## config.mk

```make
export PLATFORM = sky130hd
export DESIGN_NAME = dm_port_arbiter
export DESIGN_NICKNAME = d
export VERILOG_FILES = /design/src/rtl/dm_port_arbiter.sv
export SDC_FILE = /design/constraint.sdc
export NUM_CORES = 1
export LEC_CHECK = 0
export BUFFER_PORTS_ARGS = -buffer_cell sky130_fd_sc_hd__clkbuf_2
export CAP_MARGIN = 10
export CORE_MARGIN = 4
export CORE_UTILIZATION = 54
export DETAILED_ROUTE_END_ITERATION = 7
export PLACE_DENSITY = 0.85
export SLEW_MARGIN = 40
export SYNTH_ARGS = -nofsm -noshare
export SYNTH_HDL_FRONTEND = slang
export SYNTH_SLANG_ARGS = --single-unit
```

## constraint.sdc

```tcl
create_clock -name clk -period 2.89 [get_ports clk]
set_input_delay 0.578 -clock clk [delete_from_list [all_inputs] [get_ports clk]]
set_output_delay 0.578 -clock clk [all_outputs]
set_load 0.1 [all_outputs]
```

## src/rtl/dm_port_arbiter.sv

```systemverilog
// dm_port_arbiter: shares a single-port word data memory between the CPU (port 0)
// and the debug/DMA loader (port 1); partial stores become read-modify-write.
module dm_port_arbiter #(
    parameter bit          FIXED_PRIO = 1'b0,
    parameter int unsigned ADDR_W     = 32
) (
    input  logic              clk,
    input  logic              reset,
    input  logic              req0_valid,
    output logic              req0_ready,
    input  logic              req0_write,
    input  logic [ADDR_W-1:0] req0_addr,
    input  logic [31:0]       req0_wdata,
    input  logic [3:0]        req0_be,
    output logic              resp0_valid,
    output logic [31:0]       resp0_rdata,
    input  logic              req1_valid,
    output logic              req1_ready,
    input  logic              req1_write,
    input  logic [ADDR_W-1:0] req1_addr,
    input  logic [31:0]       req1_wdata,
    input  logic [3:0]        req1_be,
    output logic              resp1_valid,
    output logic [31:0]       resp1_rdata,
    output logic              mem_we,
    output logic [ADDR_W-1:0] mem_addr,
    output logic [31:0]       mem_wdata,
    input  logic [31:0]       mem_rdata,
    output logic              busy
);

    typedef enum logic [1:0] {
        S_IDLE,
        S_READ,
        S_WRITE,
        S_RESP
    } state_e;

    localparam logic [ADDR_W-1:0] WORD_MASK = ~ADDR_W'(3);

    state_e            state_q, state_d;
    logic              rr_q, rr_d;
    logic              owner_q, owner_d;
    logic              wr_q, wr_d;
    logic [31:0]       wdata_q, wdata_d;
    logic [3:0]        be_q, be_d;
    logic [31:0]       old_q, old_d;
    logic              mem_we_q, mem_we_d;
    logic [ADDR_W-1:0] mem_addr_q, mem_addr_d;
    logic [31:0]       mem_wdata_q, mem_wdata_d;
    logic              resp0_valid_q, resp0_valid_d;
    logic              resp1_valid_q, resp1_valid_d;
    logic [31:0]       resp0_rdata_q, resp0_rdata_d;
    logic [31:0]       resp1_rdata_q, resp1_rdata_d;

    logic              grant;
    logic              accept;
    logic [ADDR_W-1:0] sel_addr;
    logic [31:0]       resp_data;
    logic              resp_fire;

    function automatic logic [31:0] merge_bytes(input logic [31:0] old_w,
                                                input logic [31:0] new_w,
                                                input logic [3:0]  be);
        logic [31:0] r;
        r = old_w;
        for (int unsigned i = 0; i < 4; i++) begin
            if (be[i]) r[8*i +: 8] = new_w[8*i +: 8];
        end
        return r;
    endfunction

    // Only a contested cycle consults the priority rule; a lone requester always wins.
    always_comb begin
        grant = 1'b0;
        if (req0_valid && req1_valid) begin
            grant = FIXED_PRIO ? 1'b0 : rr_q;
        end else if (req1_valid) begin
            grant = 1'b1;
        end
    end

    assign accept     = (state_q == S_IDLE) && (req0_valid || req1_valid);
    assign req0_ready = accept && !grant;
    assign req1_ready = accept && grant;
    assign sel_addr   = grant ? req1_addr : req0_addr;

    always_comb begin
        state_d       = state_q;
        rr_d          = rr_q;
        owner_d       = owner_q;
        wr_d          = wr_q;
        wdata_d       = wdata_q;
        be_d          = be_q;
        old_d         = old_q;
        mem_we_d      = 1'b0;
        mem_addr_d    = mem_addr_q;
        mem_wdata_d   = mem_wdata_q;
        resp0_valid_d = 1'b0;
        resp1_valid_d = 1'b0;
        resp0_rdata_d = resp0_rdata_q;
        resp1_rdata_d = resp1_rdata_q;
        resp_fire     = 1'b0;
        resp_data     = old_q;

        unique case (state_q)
            S_IDLE: begin
                if (accept) begin
                    owner_d    = grant;
                    rr_d       = ~grant;
                    wr_d       = grant ? req1_write : req0_write;
                    wdata_d    = grant ? req1_wdata : req0_wdata;
                    be_d       = grant ? req1_be    : req0_be;
                    mem_addr_d = sel_addr & WORD_MASK;
                    state_d    = S_READ;
                end
            end
            S_READ: begin
                old_d = mem_rdata;
                if (wr_q && (be_q != 4'b0000)) begin
                    mem_we_d    = 1'b1;
                    mem_wdata_d = merge_bytes(mem_rdata, wdata_q, be_q);
                    state_d     = S_WRITE;
                end else begin
                    resp_fire = 1'b1;
                    resp_data = mem_rdata;
                    state_d   = S_RESP;
                end
            end
            S_WRITE: begin
                resp_fire = 1'b1;
                resp_data = old_q;
                state_d   = S_RESP;
            end
            S_RESP: begin
                state_d = S_IDLE;
            end
            default: begin
                state_d = S_IDLE;
            end
        endcase

        // Response outputs are registered, so they are loaded on the edge entering RESP.
        if (resp_fire) begin
            if (owner_q) begin
                resp1_valid_d = 1'b1;
                resp1_rdata_d = resp_data;
            end else begin
                resp0_valid_d = 1'b1;
                resp0_rdata_d = resp_data;
            end
        end
    end

    always_ff @(posedge clk or negedge reset) begin
        if (!reset) begin
            state_q       <= S_IDLE;
            rr_q          <= 1'b0;
            owner_q       <= 1'b0;
            wr_q          <= 1'b0;
            wdata_q       <= '0;
            be_q          <= '0;
            old_q         <= '0;
            mem_we_q      <= 1'b0;
            mem_addr_q    <= '0;
            mem_wdata_q   <= '0;
            resp0_valid_q <= 1'b0;
            resp1_valid_q <= 1'b0;
            resp0_rdata_q <= '0;
            resp1_rdata_q <= '0;
        end else begin
            state_q       <= state_d;
            rr_q          <= rr_d;
            owner_q       <= owner_d;
            wr_q          <= wr_d;
            wdata_q       <= wdata_d;
            be_q          <= be_d;
            old_q         <= old_d;
            mem_we_q      <= mem_we_d;
            mem_addr_q    <= mem_addr_d;
            mem_wdata_q   <= mem_wdata_d;
            resp0_valid_q <= resp0_valid_d;
            resp1_valid_q <= resp1_valid_d;
            resp0_rdata_q <= resp0_rdata_d;
            resp1_rdata_q <= resp1_rdata_d;
        end
    end

    assign mem_we      = mem_we_q;
    assign mem_addr    = mem_addr_q;
    assign mem_wdata   = mem_wdata_q;
    assign resp0_valid = resp0_valid_q;
    assign resp1_valid = resp1_valid_q;
    assign resp0_rdata = resp0_rdata_q;
    assign resp1_rdata = resp1_rdata_q;
    assign busy        = (state_q != S_IDLE);

endmodule

```

# Word level (Yosys, flattened, before mapping)

Cells that the tools add are included.

Register bits: 202
Bits of input ports: 174
Output and inout bits: 134
Logic and storage cells: 57

Equal/unequal tests: 4
Muxes and demuxes: 23
Bitwise logic cells: 2
Reduce and logical (&&, ||, !) cells: 14

Operators with widths:

| operator                                            | number |
|---|---|
| two-way mux 32 bit                                  | 4 |
| two-way mux 8 bit                                   | 4 |
| two-way mux 1 bit                                   | 11 |
| case mux 2 bit (4 select lines)                     | 1 |
| AND reduction 2 bit                                 | 4 |
| logical AND 1 bit                                   | 5 |
| equality test 2 bit, second input constant          | 2 |
| two-way mux 4 bit                                   | 1 |
| nonzero test 4 bit                                  | 1 |
| equality test 2 x 1 -> 1 bit, second input constant | 1 |
| logical NOT 2 bit                                   | 1 |
| two-way mux 2 bit                                   | 1 |
| inequality test 2 bit, second input constant        | 1 |
| inverter 1 bit                                      | 2 |
| case mux 1 bit (2 select lines)                     | 1 |
| nonzero test 2 bit                                  | 1 |
| logical NOT 1 bit                                   | 1 |
| logical OR 1 bit                                    | 1 |

# Logic depth before layout (Yosys ltp)

Word-level depth: 5
Depth in mapped cells: 8
Gate-level depth less buffers: 5

# Worst setup path before layout

OpenSTA, ideal clock, no wires.

Path type: flip-flop to output port
From: reg state_q[0]
To: out req0_ready
Arrival time: 2.087 ns
Data required time: 2.312 ns
Path slack: 0.225 ns
Cell stages (with the launch flop): 7
Buffers on the path: 2
Cell sequence: dfrtp_1 > inv_1 > ha_1 > and2_1 > clkbuf_1 > clkbuf_1 > and2_1

Cells in the longest elaborated chain, start to end: 3

Ends and longest elaborated chain:

| what                     | line | text |
|---|---|---|
| start: declaration       | 41   | `state_e state_q, state_d;` |
| start signal: assignment | 172  | `state_q <= state_d;` |
| logical NOT 2 bit        | 83   | `assign accept = (state_q == S_IDLE) && (req0_valid \|\| req1_valid);` |
| logical AND 1 bit        | 83   |  |
| logical AND 1 bit        | 84   | `assign req0_ready = accept && !grant;` |
| end: declaration         | 10   | `output logic req0_ready,` |

No other way between the ends.

# Worst setup path in the final report

From: reg state_q[1]
To: out req0_ready

The elaborated chain is that of the path after synthesis.

==> results.sh <==
export IMPL_status="completed"
export IMPL_rsz0062_at_grt="no"
export IMPL_cp_max_fo=12
export IMPL_first_pass_iters=6
export IMPL_area_delta_synth_final_pct=27.5
export IMPL_drtAntennaViolNets=0
export IMPL_numClockSinks=202
export IMPL_drcViolationCount=0
export IMPL_clkTransAtPathRegs_ns=0.06
export IMPL_seqCellArea_um2=5050
export IMPL_slowest_stage="dfrtp_1"
export IMPL_start_kind="register"
export IMPL_synth_cell_type_count=28
export IMPL_synth_top_area_frac=0.565
export IMPL_nNetsFinal=1217
export IMPL_r2r_slack_ns=0.57
export IMPL_cts_tree="done"
export IMPL_cts_max_level=1
export IMPL_fp_row_count=46
export IMPL_fin_crit_sh=0.934
export IMPL_numCtsBuffers=21
export IMPL_rr_worst_depth=4
export IMPL_ys_seq_elements=202
export IMPL_syn_cell_area_um2=8950
export IMPL_die_w_um=137
export IMPL_cts_resized=0
export IMPL_cts_buffer_depth=3
export IMPL_wl_per_cell_um=22.4
export IMPL_wl_mm=28.4
export IMPL_synthFlopType="dfrtp_1"
export IMPL_setup_viol=0
export IMPL_fin_util=0.711
export IMPL_worstPathArrival_ns=2.12
export IMPL_setup_ws_ns=0.189
export IMPL_hp_class="primary input to async pin"
export IMPL_worst_clock_skew_ns=0.00646
export IMPL_antenna_found_initial=2
export IMPL_maxSlewHeadroom=0.550
export IMPL_yosysWarnings=0
export IMPL_synth_top_area_cell="dfrtp_1"
export IMPL_vias_per_cell=6.41
export IMPL_fmax_ghz=0.370
export IMPL_netlist_top_cells_area="dfrtp_1, a221o_1, a211oi_1"
export IMPL_n_fill_cell=1150
export IMPL_io_pins=308
export IMPL_cts_setup_buffers=0
export IMPL_place_hpwl_mm=19.4
export IMPL_overflow=0
export IMPL_path_class="register to output pin"
export IMPL_async_reset_ff_frac=1.00
export IMPL_maxCapViolCount=0
export IMPL_synth_edf_count=0
export IMPL_cp_num_buf_inv=2
export IMPL_track_usage=0.298
export IMPL_cts_hold_buffers=0
export IMPL_synth_cells=777
export IMPL_final_hold_viol_count=0
export IMPL_r2r_end="resp1_rdata[24]"
export IMPL_port_buffers=301
export IMPL_grt_pass1_wl_mm=43.7
export IMPL_dr_total_vias=8139
export IMPL_grt_pass1_vias=7997
export IMPL_grt_max_degree=79
export IMPL_tightest_slew_ns=0.675
export IMPL_place_ws_ns=0.615
export IMPL_critPathMaxStageDelay_ns=0.38
export IMPL_critical_path_top_delay_family="simple AND/OR/NAND/NOR gates"
export IMPL_r2r_start="be_q[3]"
export IMPL_fin_setup_tns_ns=0
export IMPL_cp_required_ns=2.31
export IMPL_place_congestion=0.831
export IMPL_die_y_um=137
export IMPL_coreArea_um2=16100
export IMPL_path_cells="inv_1 > ha_1 > and2_2 > and2_1 > buf_12"
export IMPL_min_period_ns=2.70
export IMPL_end_kind="output pin"
export IMPL_synth_yosys_seq_area_share=0.565
export IMPL_fp_dieArea_um2=18700
export IMPL_start_util=0.557
export IMPL_cts_root_buf="clkbuf_16"
export IMPL_drt_iter0_drc=844
export IMPL_insertion_delay_ns=0.48
export IMPL_syn_area_per_cell_um2=11.5
export IMPL_drive_gt1_frac=0.381
export IMPL_multi_input_area_um2=3550
export IMPL_slew_viol_final=0
state kept, by name (all words and copies together), names as in the netlist:
| name | flops |
|---|---|
| state_q | 2 |
| rr_q | 1 |
| old_q | 32 |
| owner_q | 1 |
| mem_we | 1 |
| resp1_rdata | 32 |
| resp1_valid | 1 |
| resp0_rdata | 32 |
| be_q | 4 |
| mem_wdata | 32 |
| mem_addr | 30 |
| resp0_valid | 1 |
| wr_q | 1 |
| wdata_q | 32 |
cells in the mapped netlist, types with 3 or more instances:
cell and n:
o21ai_0 31, ha_1 3, mux2_2 32, clkbuf_1 70
buf_2 10, inv_1 5, a211oi_1 65, and3_1 69
a31oi_1 64, buf_1 4, buf_4 6, mux2i_1 32
a221o_1 67, a21o_1 4, a21oi_1 66, dfrtp_1 202
nand3_1 32
area by class of cell:
class / instances / area share
antenna: 2 / 0.000439
clock buffer: 27 / 0.0507
clock inverter: 8 / 0.0126
inverter: 5 / 0.00164
multi-input combinational: 481 / 0.311
sequential: 202 / 0.443
tap: 216 / 0.0237
timing repair buffer: 329 / 0.157
cells in the final DEF, fill, tap and decap left out, types with 5 or more instances in the layout:
cell         n
nand3_1     32
buf_12       5
clkbuf_2   298
a31oi_1     64
dfrtp_1    202
a211oi_1    65
a221o_1     67
buf_4       25
inv_1        5
and3_1      69
a21oi_1     65
mux2_2      32
mux2i_1     32
clkbuf_16   21
o21ai_0     31
worst register-to-register path: cells and delay by family, from the launching register on:
kind,cells,cell delay (ns)
flops,1,0.63
simple gates,1,0.16
buf+inv,1,0.42
compound gates,2,1.02
metrics by stage:
stage          cell area [µm²]  hold slack, ns  instances
2_1_floorplan             8950           0.282        778
3_3_place_gp             10700           0.483       1233
3_5_place_dp             10700           0.489       1233
4_1_cts                  11400           0.143       1268
5_1_grt                  11400           0.169       1270
6_report                 11400           0.118       1270
how the worst max path moves through the flow:
stage,depth (start not counted),start,endpoint
global placement,4,be_q[3],resp1_rdata[29]
global route,5,state_q[1],req0_ready
floorplan,6,state_q[0],req0_ready
detailed placement,4,be_q[3],resp0_rdata[24]
finish,5,state_q[1],req0_ready
CTS,5,state_q[1],req0_ready
cell families after synthesis:
group,Yosys count,share of synthesized area
DFF,202,0.565
muxes,64,0.0761
other,1,0.000419
buffers and inverters,95,0.0438
adders and majority gates,3,0.00420
AOI/OAI and AO/OA,303,0.239
and+or+nand+nor,109,0.0713
layer usage:
| layer | part of all wire | wire length (µm) | vias up | GRT usage |
|---|---|---|---|---|
| li1 | - | - | 3568 | - |
| met1 | 0.39 | 11000 | 3990 | 0.396 |
| met2 | 0.49 | 13900 | 499 | 0.487 |
| met3 | 0.088 | 2510 | 82 | 0.0566 |
| met4 | 0.038 | 1090 | 0 | 0.114 |
| met5 | 0 | 0 | - | 0 |
Power is not shown: default switching activity piles up to over one toggle a cycle in this logic, so the estimate is an artifact.
